--- src/rtl/herzel_sched_if.sv ---
// herzel_sched_if: control/data bundle between the Goertzel scheduler and its
// environment. slave = scheduler side, master = environment (channels, CORDIC).
interface herzel_sched_if #(
    parameter int NF = 11
);
    logic                 start_i;
    logic                 abort_i;
    logic [NF-1:0]        chan_mask_i;
    logic                 valid_angel_i;
    logic                 valid_cordic_i;
    logic                 smp_valid_i;
    logic [NF-1:0]        valid_herzel_i;
    logic [NF-1:0][31:0]  data_arr_i;
    logic                 en_cordic_o;
    logic                 clr_o;
    logic                 smp_en_o;
    logic [NF-1:0][31:0]  res_arr_o;
    logic                 busy_o;
    logic                 done_o;
    logic [1:0]           err_o;

    modport slave (
        input  start_i, abort_i, chan_mask_i,
        input  valid_angel_i, valid_cordic_i, smp_valid_i,
        input  valid_herzel_i, data_arr_i,
        output en_cordic_o, clr_o, smp_en_o,
        output res_arr_o, busy_o, done_o, err_o
    );

    modport master (
        output start_i, abort_i, chan_mask_i,
        output valid_angel_i, valid_cordic_i, smp_valid_i,
        output valid_herzel_i, data_arr_i,
        input  en_cordic_o, clr_o, smp_en_o,
        input  res_arr_o, busy_o, done_o, err_o
    );
endinterface

--- src/rtl/herzel_sched.sv ---
// herzel_sched: measurement sequencer for an NF-channel Goertzel bank.
// Ports: clk, rst (async, active-high), bus (herzel_sched_if.slave).
module herzel_sched #(
    parameter int NF  = 11,
    parameter int NS  = 1000,
    parameter int TMO = 65535
) (
    input  logic           clk,
    input  logic           rst,
    herzel_sched_if.slave  bus
);
    localparam int SW = $clog2(NS + 1);
    localparam int TW = $clog2(TMO + 1);

    typedef enum logic [2:0] {
        S_IDLE,
        S_CLEAR,
        S_CORDIC,
        S_ACCUM,
        S_WAIT,
        S_LATCH
    } state_t;

    state_t               state, state_n;
    logic [SW-1:0]        smp_cnt;
    logic [TW-1:0]        tmo_cnt;
    logic [NF-1:0]        mask_q;
    logic [1:0]           err_q;
    logic                 done_q;
    logic [NF-1:0][31:0]  res_q;

    logic abort_hit;
    logic tmo_hit;
    logic coef_rdy;
    logic last_smp;
    logic all_vld;

    assign abort_hit = bus.abort_i && (state != S_IDLE);
    assign tmo_hit   = (tmo_cnt == TW'(TMO - 1));
    assign coef_rdy  = bus.valid_angel_i && bus.valid_cordic_i;
    assign last_smp  = bus.smp_valid_i && (smp_cnt == SW'(NS - 1));
    assign all_vld   = ((bus.valid_herzel_i & mask_q) == mask_q);

    always_comb begin
        state_n = state;
        unique case (state)
            S_IDLE:
                if (bus.start_i && (bus.chan_mask_i != '0))
                    state_n = S_CLEAR;
            S_CLEAR:
                state_n = S_CORDIC;
            S_CORDIC:
                if (coef_rdy)     state_n = S_ACCUM;
                else if (tmo_hit) state_n = S_IDLE;
            S_ACCUM:
                if (last_smp) state_n = S_WAIT;
            S_WAIT:
                if (all_vld)      state_n = S_LATCH;
                else if (tmo_hit) state_n = S_IDLE;
            S_LATCH:
                state_n = S_IDLE;
            default:
                state_n = S_IDLE;
        endcase
        // abort overrides every other transition
        if (abort_hit)
            state_n = S_IDLE;
    end

    always_ff @(posedge clk or posedge rst) begin
        if (rst) state <= S_IDLE;
        else     state <= state_n;
    end

    always_ff @(posedge clk or posedge rst) begin
        if (rst) begin
            smp_cnt <= '0;
            tmo_cnt <= '0;
            mask_q  <= '0;
            err_q   <= 2'b00;
            done_q  <= 1'b0;
            res_q   <= '0;
        end else begin
            done_q <= 1'b0;

            if (state != S_ACCUM)
                smp_cnt <= '0;
            else if (bus.smp_valid_i)
                smp_cnt <= smp_cnt + 1'b1;

            // restarts on every state change, so entry into CORDIC/WAIT sees 0
            if (state_n != state)
                tmo_cnt <= '0;
            else if (state == S_CORDIC || state == S_WAIT)
                tmo_cnt <= tmo_cnt + 1'b1;

            if (state == S_IDLE && bus.start_i) begin
                if (bus.chan_mask_i != '0) begin
                    mask_q <= bus.chan_mask_i;
                    err_q  <= 2'b00;
                end else begin
                    err_q  <= 2'b11;
                end
            end

            if (!abort_hit && state_n == S_IDLE) begin
                if (state == S_CORDIC) err_q <= 2'b01;
                if (state == S_WAIT)   err_q <= 2'b10;
            end

            if (state == S_LATCH && !abort_hit) begin
                done_q <= 1'b1;
                for (int k = 0; k < NF; k++)
                    res_q[k] <= mask_q[k] ? bus.data_arr_i[k] : 32'd0;
            end
        end
    end

    assign bus.busy_o      = (state != S_IDLE);
    assign bus.clr_o       = (state == S_CLEAR);
    assign bus.smp_en_o    = (state == S_ACCUM);
    assign bus.en_cordic_o = (state == S_CLEAR) || (state == S_CORDIC) ||
                             (state == S_ACCUM) || (state == S_WAIT);
    assign bus.done_o      = done_q;
    assign bus.err_o       = err_q;
    assign bus.res_arr_o   = res_q;
endmodule

--- src/flat_wrapper.sv ---
// flat-port wrapper written by rule: the top's interface ports become plain ports
module herzel_sched_flat 
#(
    parameter int NF  = 11,
    parameter int NS  = 1000,
    parameter int TMO = 65535
)
  (clk, rst, bus_start_i, bus_abort_i, bus_chan_mask_i, bus_valid_angel_i, bus_valid_cordic_i, bus_smp_valid_i, bus_valid_herzel_i, bus_data_arr_i, bus_en_cordic_o, bus_clr_o, bus_smp_en_o, bus_res_arr_o, bus_busy_o, bus_done_o, bus_err_o);
  herzel_sched_if #(.NF(NF)) bus_i ();
  input  logic clk;
  input  logic rst;
  input wire logic [$bits(bus_i.start_i)-1:0] bus_start_i;
  input wire logic [$bits(bus_i.abort_i)-1:0] bus_abort_i;
  input wire logic [$bits(bus_i.chan_mask_i)-1:0] bus_chan_mask_i;
  input wire logic [$bits(bus_i.valid_angel_i)-1:0] bus_valid_angel_i;
  input wire logic [$bits(bus_i.valid_cordic_i)-1:0] bus_valid_cordic_i;
  input wire logic [$bits(bus_i.smp_valid_i)-1:0] bus_smp_valid_i;
  input wire logic [$bits(bus_i.valid_herzel_i)-1:0] bus_valid_herzel_i;
  input wire logic [$bits(bus_i.data_arr_i)-1:0] bus_data_arr_i;
  output wire logic [$bits(bus_i.en_cordic_o)-1:0] bus_en_cordic_o;
  output wire logic [$bits(bus_i.clr_o)-1:0] bus_clr_o;
  output wire logic [$bits(bus_i.smp_en_o)-1:0] bus_smp_en_o;
  output wire logic [$bits(bus_i.res_arr_o)-1:0] bus_res_arr_o;
  output wire logic [$bits(bus_i.busy_o)-1:0] bus_busy_o;
  output wire logic [$bits(bus_i.done_o)-1:0] bus_done_o;
  output wire logic [$bits(bus_i.err_o)-1:0] bus_err_o;
  assign bus_i.start_i = bus_start_i;
  assign bus_i.abort_i = bus_abort_i;
  assign bus_i.chan_mask_i = bus_chan_mask_i;
  assign bus_i.valid_angel_i = bus_valid_angel_i;
  assign bus_i.valid_cordic_i = bus_valid_cordic_i;
  assign bus_i.smp_valid_i = bus_smp_valid_i;
  assign bus_i.valid_herzel_i = bus_valid_herzel_i;
  assign bus_i.data_arr_i = bus_data_arr_i;
  assign bus_en_cordic_o = bus_i.en_cordic_o;
  assign bus_clr_o = bus_i.clr_o;
  assign bus_smp_en_o = bus_i.smp_en_o;
  assign bus_res_arr_o = bus_i.res_arr_o;
  assign bus_busy_o = bus_i.busy_o;
  assign bus_done_o = bus_i.done_o;
  assign bus_err_o = bus_i.err_o;
  herzel_sched #(.NF(NF), .NS(NS), .TMO(TMO)) u_core (.clk(clk), .rst(rst), .bus(bus_i));
endmodule
--- config.mk ---
export PLATFORM = sky130hd
export DESIGN_NAME = herzel_sched_flat
export DESIGN_NICKNAME = d
export VERILOG_FILES = /design/src/rtl/herzel_sched_if.sv /design/src/rtl/herzel_sched.sv /design/src/flat_wrapper.sv
export SDC_FILE = /design/constraint.sdc
export NUM_CORES = 1
export LEC_CHECK = 0
export BUFFER_PORTS_ARGS = -buffer_cell sky130_fd_sc_hd__buf_2
export CORE_AREA = 5 5 287 289
export DETAILED_ROUTE_END_ITERATION = 10
export DIE_AREA = 0 0 292 294
export PLACE_DENSITY = 0.48
export SYNTH_ARGS = -nofsm -noshare
export SYNTH_HDL_FRONTEND = slang
export SYNTH_SLANG_ARGS = --single-unit
--- constraint.sdc ---
create_clock -name clk -period 13.9 [get_ports clk]
set_input_delay 0 -clock clk [delete_from_list [all_inputs] [get_ports clk]]
set_output_delay 0 -clock clk [all_outputs]
set_load 0.03 [all_outputs]
==> results by group <==
Die
  • Starting Density: 0.2028
  • Core area: 79,640 µm²
  • Num rows: 104
  • Die area: 85,850 µm²
  • Die X-Extent: 292 µm
  • Chip height: 294 µm
  • # IOs: 740

GRT
  • Initial antenna violation count: 5
  • Vias in the first global route: 17,218
  • Gr ovfl total: 0
  • First-pass GRT wire length: 100,100 µm
  • GRT Total Usage: 0.1445
  • Pin count of the biggest net entering global routing: 169

Power and ir drop
  • Peak supply drop: 0.08198 mV
  • Leak: 0.01475 µW
  • Pwr dens: 116.5 nW/µm²

Synth
  • Prevailing post-synth register cell: dfrtp_1
  • Post-synth EDFFs: 0
  • Synth Area per Inst: 9.128 µm²
  • Synth warn: 0
  • Yosys reg bits: 395
  • Syn nets: 2,153
  • Synth async-reset ratio: 1.000
  • Sequential fraction of the synthesis area: 0.6122
  • Mapped Cells: 1,769
  • Distinct cells, synth: 45
  • Mapped Area: 16,150 µm²

Clock network
  • TritonCTS clock tree: yes
  • CTS sink count: 395
  • H-tree levels: 2
  • TritonCTS Buffers: 46
  • Clock transition at the registers of the reported paths: 0.06 ns
  • CTS max path bufs: 3
  • Root Buffer: clkbuf_16
  • Post-CTS setup buffers: 0
  • Insertion delay to the later sink of the worst-skew pair: 0.56 ns

Cells and area
  • Layout Nets: 3,202
  • Fillers: 8,319
  • Design area: 26,130 µm²
  • Syn-to-layout area delta: 61.84%
  • Post-layout util: 0.3281
  • Share of layout cells above drive strength 1: 0.3053

STA
  • Peak Freq: 252.9 MHz
  • Relative slew slack: 0.2877
  • Final WS setup: 9.945 ns
  • Endpoints failing setup: 0
  • Slew Limit Fails: 0
  • Unrepaired setup endpoints after global routing: no
  • Setup Skew: 0.009798 ns
  • Worst-margin pin slew: 1.068 ns
  • Final min period: 3.955 ns
  • Fin crit share: 0.2845
  • Fin Setup TNS: 0 ns
  • Final Hold Vio Count: 0

Placed design
  • Hpwl dp: 45,130 µm
  • Worst slack, placed: 9.936 ns
  • IO buf count: 739
  • GP Congestion: 0.8339
  • Post-Place Cell Area: 20,820 µm²

Setup path
  • CP required: 14.40 ns
  • CP max FO: 128
  • Reg-to-reg endpoint: u_core.bus.res_arr_o[189]
  • CP Capture Type: flop
  • Setup crit start kind: flop
  • Reg2Reg Setup Slack: 9.95 ns
  • Worst reg-to-reg path cell count: 7
  • Origin of the critical flop-to-flop path: u_core.state[0]
  • WS Path Type: reg -> reg
  • CP arrival: 4.46 ns

Routing
  • Vias per cell: 4.160
  • DR iter-0 viols: 743
  • Remaining antenna violation count: 0
  • Post-Route WL: 66,010 µm
  • Drt drc: 0
  • Avg WL per Cell: 16.86 µm
  • DRT Pass-1 Iters: 5
  • Total number of vias: 16,287

Worst hold path
  • Class of the worst hold path: in -> async

Run status
  • Status: complete, no violations

Run
  • Max-Cap Viols: 0
## registers in the layout, summed over array words and instances (netlist names)
| register | cells |
|---|---|
| u_core.mask_q | 11 |
| u_core.tmo_cnt | 16 |
| u_core.bus.err_o | 2 |
| u_core.state | 3 |
| u_core.bus.done_o | 1 |
| u_core.smp_cnt | 10 |
| u_core.bus.res_arr_o | 352 |
## cells by family after synthesis
family,after synthesis,share of synthesized area
xor+xnor,26,0.01527
buf+inv,145,0.03766
compound gates,16,0.008834
simple gates,1171,0.3148
fa+ha+maj,4,0.002945
mux,12,0.008291
flops,395,0.6122
## layer usage
metal	share of wire	wire length [µm]	vias to the layer above	GRT usage
met1	0.39	25810	7735	0.1691
met4	0.041	2704	2	0.05888
li1	-	-	7821	-
met5	0.00021	14	-	0
met2	0.49	32550	590	0.2501
met3	0.075	4921	139	0.04106
## area by class of cell
class                           count  area, µm²  area share
Inverter                           13      63.81    0.002442
Clock inverter                     18      246.5    0.009432
Clock buffer                       65       1346     0.05152
Timing Repair Buffer             1133       7597      0.2907
Tap cell                         1060       1326     0.05075
Multi-Input combinational cell   1229       5659      0.2166
Antenna cell                        2      5.005   0.0001915
Sequential cell                   395       9888      0.3784
## placed cells by master (no fill, tap or decap), drive strengths merged, types with 2 or more instances in the layout
cell         netlist  layout
bufinv             0       6
diode              0       2
nor2b             12      12
xor2              12      12
a21oi              7       7
xnor2             14      14
nor4              20      20
clkinv             0      11
clkbuf            99      65
dlygate4sd3        0     371
and3               3       3
a2111oi            2       2
mux2              11      11
or3                3       3
nor3               6       6
nor2              27      27
nand2            720     720
nand4              8       8
dfrtp            395     395
inv               13      13
ha                 3       3
buf               33     762
nand3            362     362
or2                2       2
o21ai              3       3
## cells in the mapped netlist (7+ instances only)
library cell,number,area share
buf_2,29,0.0090
clkbuf_1,99,0.023
dfrtp_1,395,0.61
inv_1,12,0.0028
mux2_2,11,0.0077
nand2_1,720,0.17
nand3_1,362,0.11
nand4_1,7,0.0027
nor2_1,27,0.0063
nor2b_1,12,0.0046
nor4_1,9,0.0035
nor4_2,11,0.0085
xnor2_1,14,0.0076
xor2_1,11,0.0060
## report_power, final
part	total [µW]	leakage, µW	internal, µW	switching, µW
clock network	1280	0.000787	784	499
logic	547	0.00848	197	351
registers	1210	0.00549	1170	39.5
## critical path, cell delays in order, from the launching register on
cell,delay [ns]
dfrtp_1,0.63
nand2b_1,0.17
or3_4,0.52
inv_8,0.56
buf_4,0.73
buf_4,0.80
nand3_1,0.19
nand2_1,0.12
## how the worst max path moves through the flow
| stage | to | start | cells past startpoint |
|---|---|---|---|
| 3_3_place_gp | u_core.bus.res_arr_o[222] | u_core.state[0] | 7 |
| 6_report | u_core.bus.res_arr_o[189] | u_core.state[0] | 7 |
| 4_1_cts | u_core.bus.res_arr_o[112] | u_core.state[0] | 7 |
| 3_5_place_dp | u_core.bus.res_arr_o[131] | u_core.state[0] | 7 |
| 2_1_floorplan | u_core.bus.done_o | rst | 1 |
| 5_1_grt | u_core.bus.res_arr_o[146] | u_core.state[0] | 7 |
## timing repair
action,4_1_cts,5_1_grt
hold buffers,371,0
gates resized for setup,0,0
endpoints found under the hold margin,459,0
setup endpoints to repair,0,0
## through the flow
stage               hold slack, ns  total power, µW  std cells
floorplan                   0.1450             1509       1769
global placement            0.1598             1712       3459
detailed placement          0.1548             1709       3459
CTS                        0.05697             3104       3913
global route               0.09721             3185       3914
finish                     0.06700             3044       3915
No activity file was read; power rests on OpenSTA's default activity.
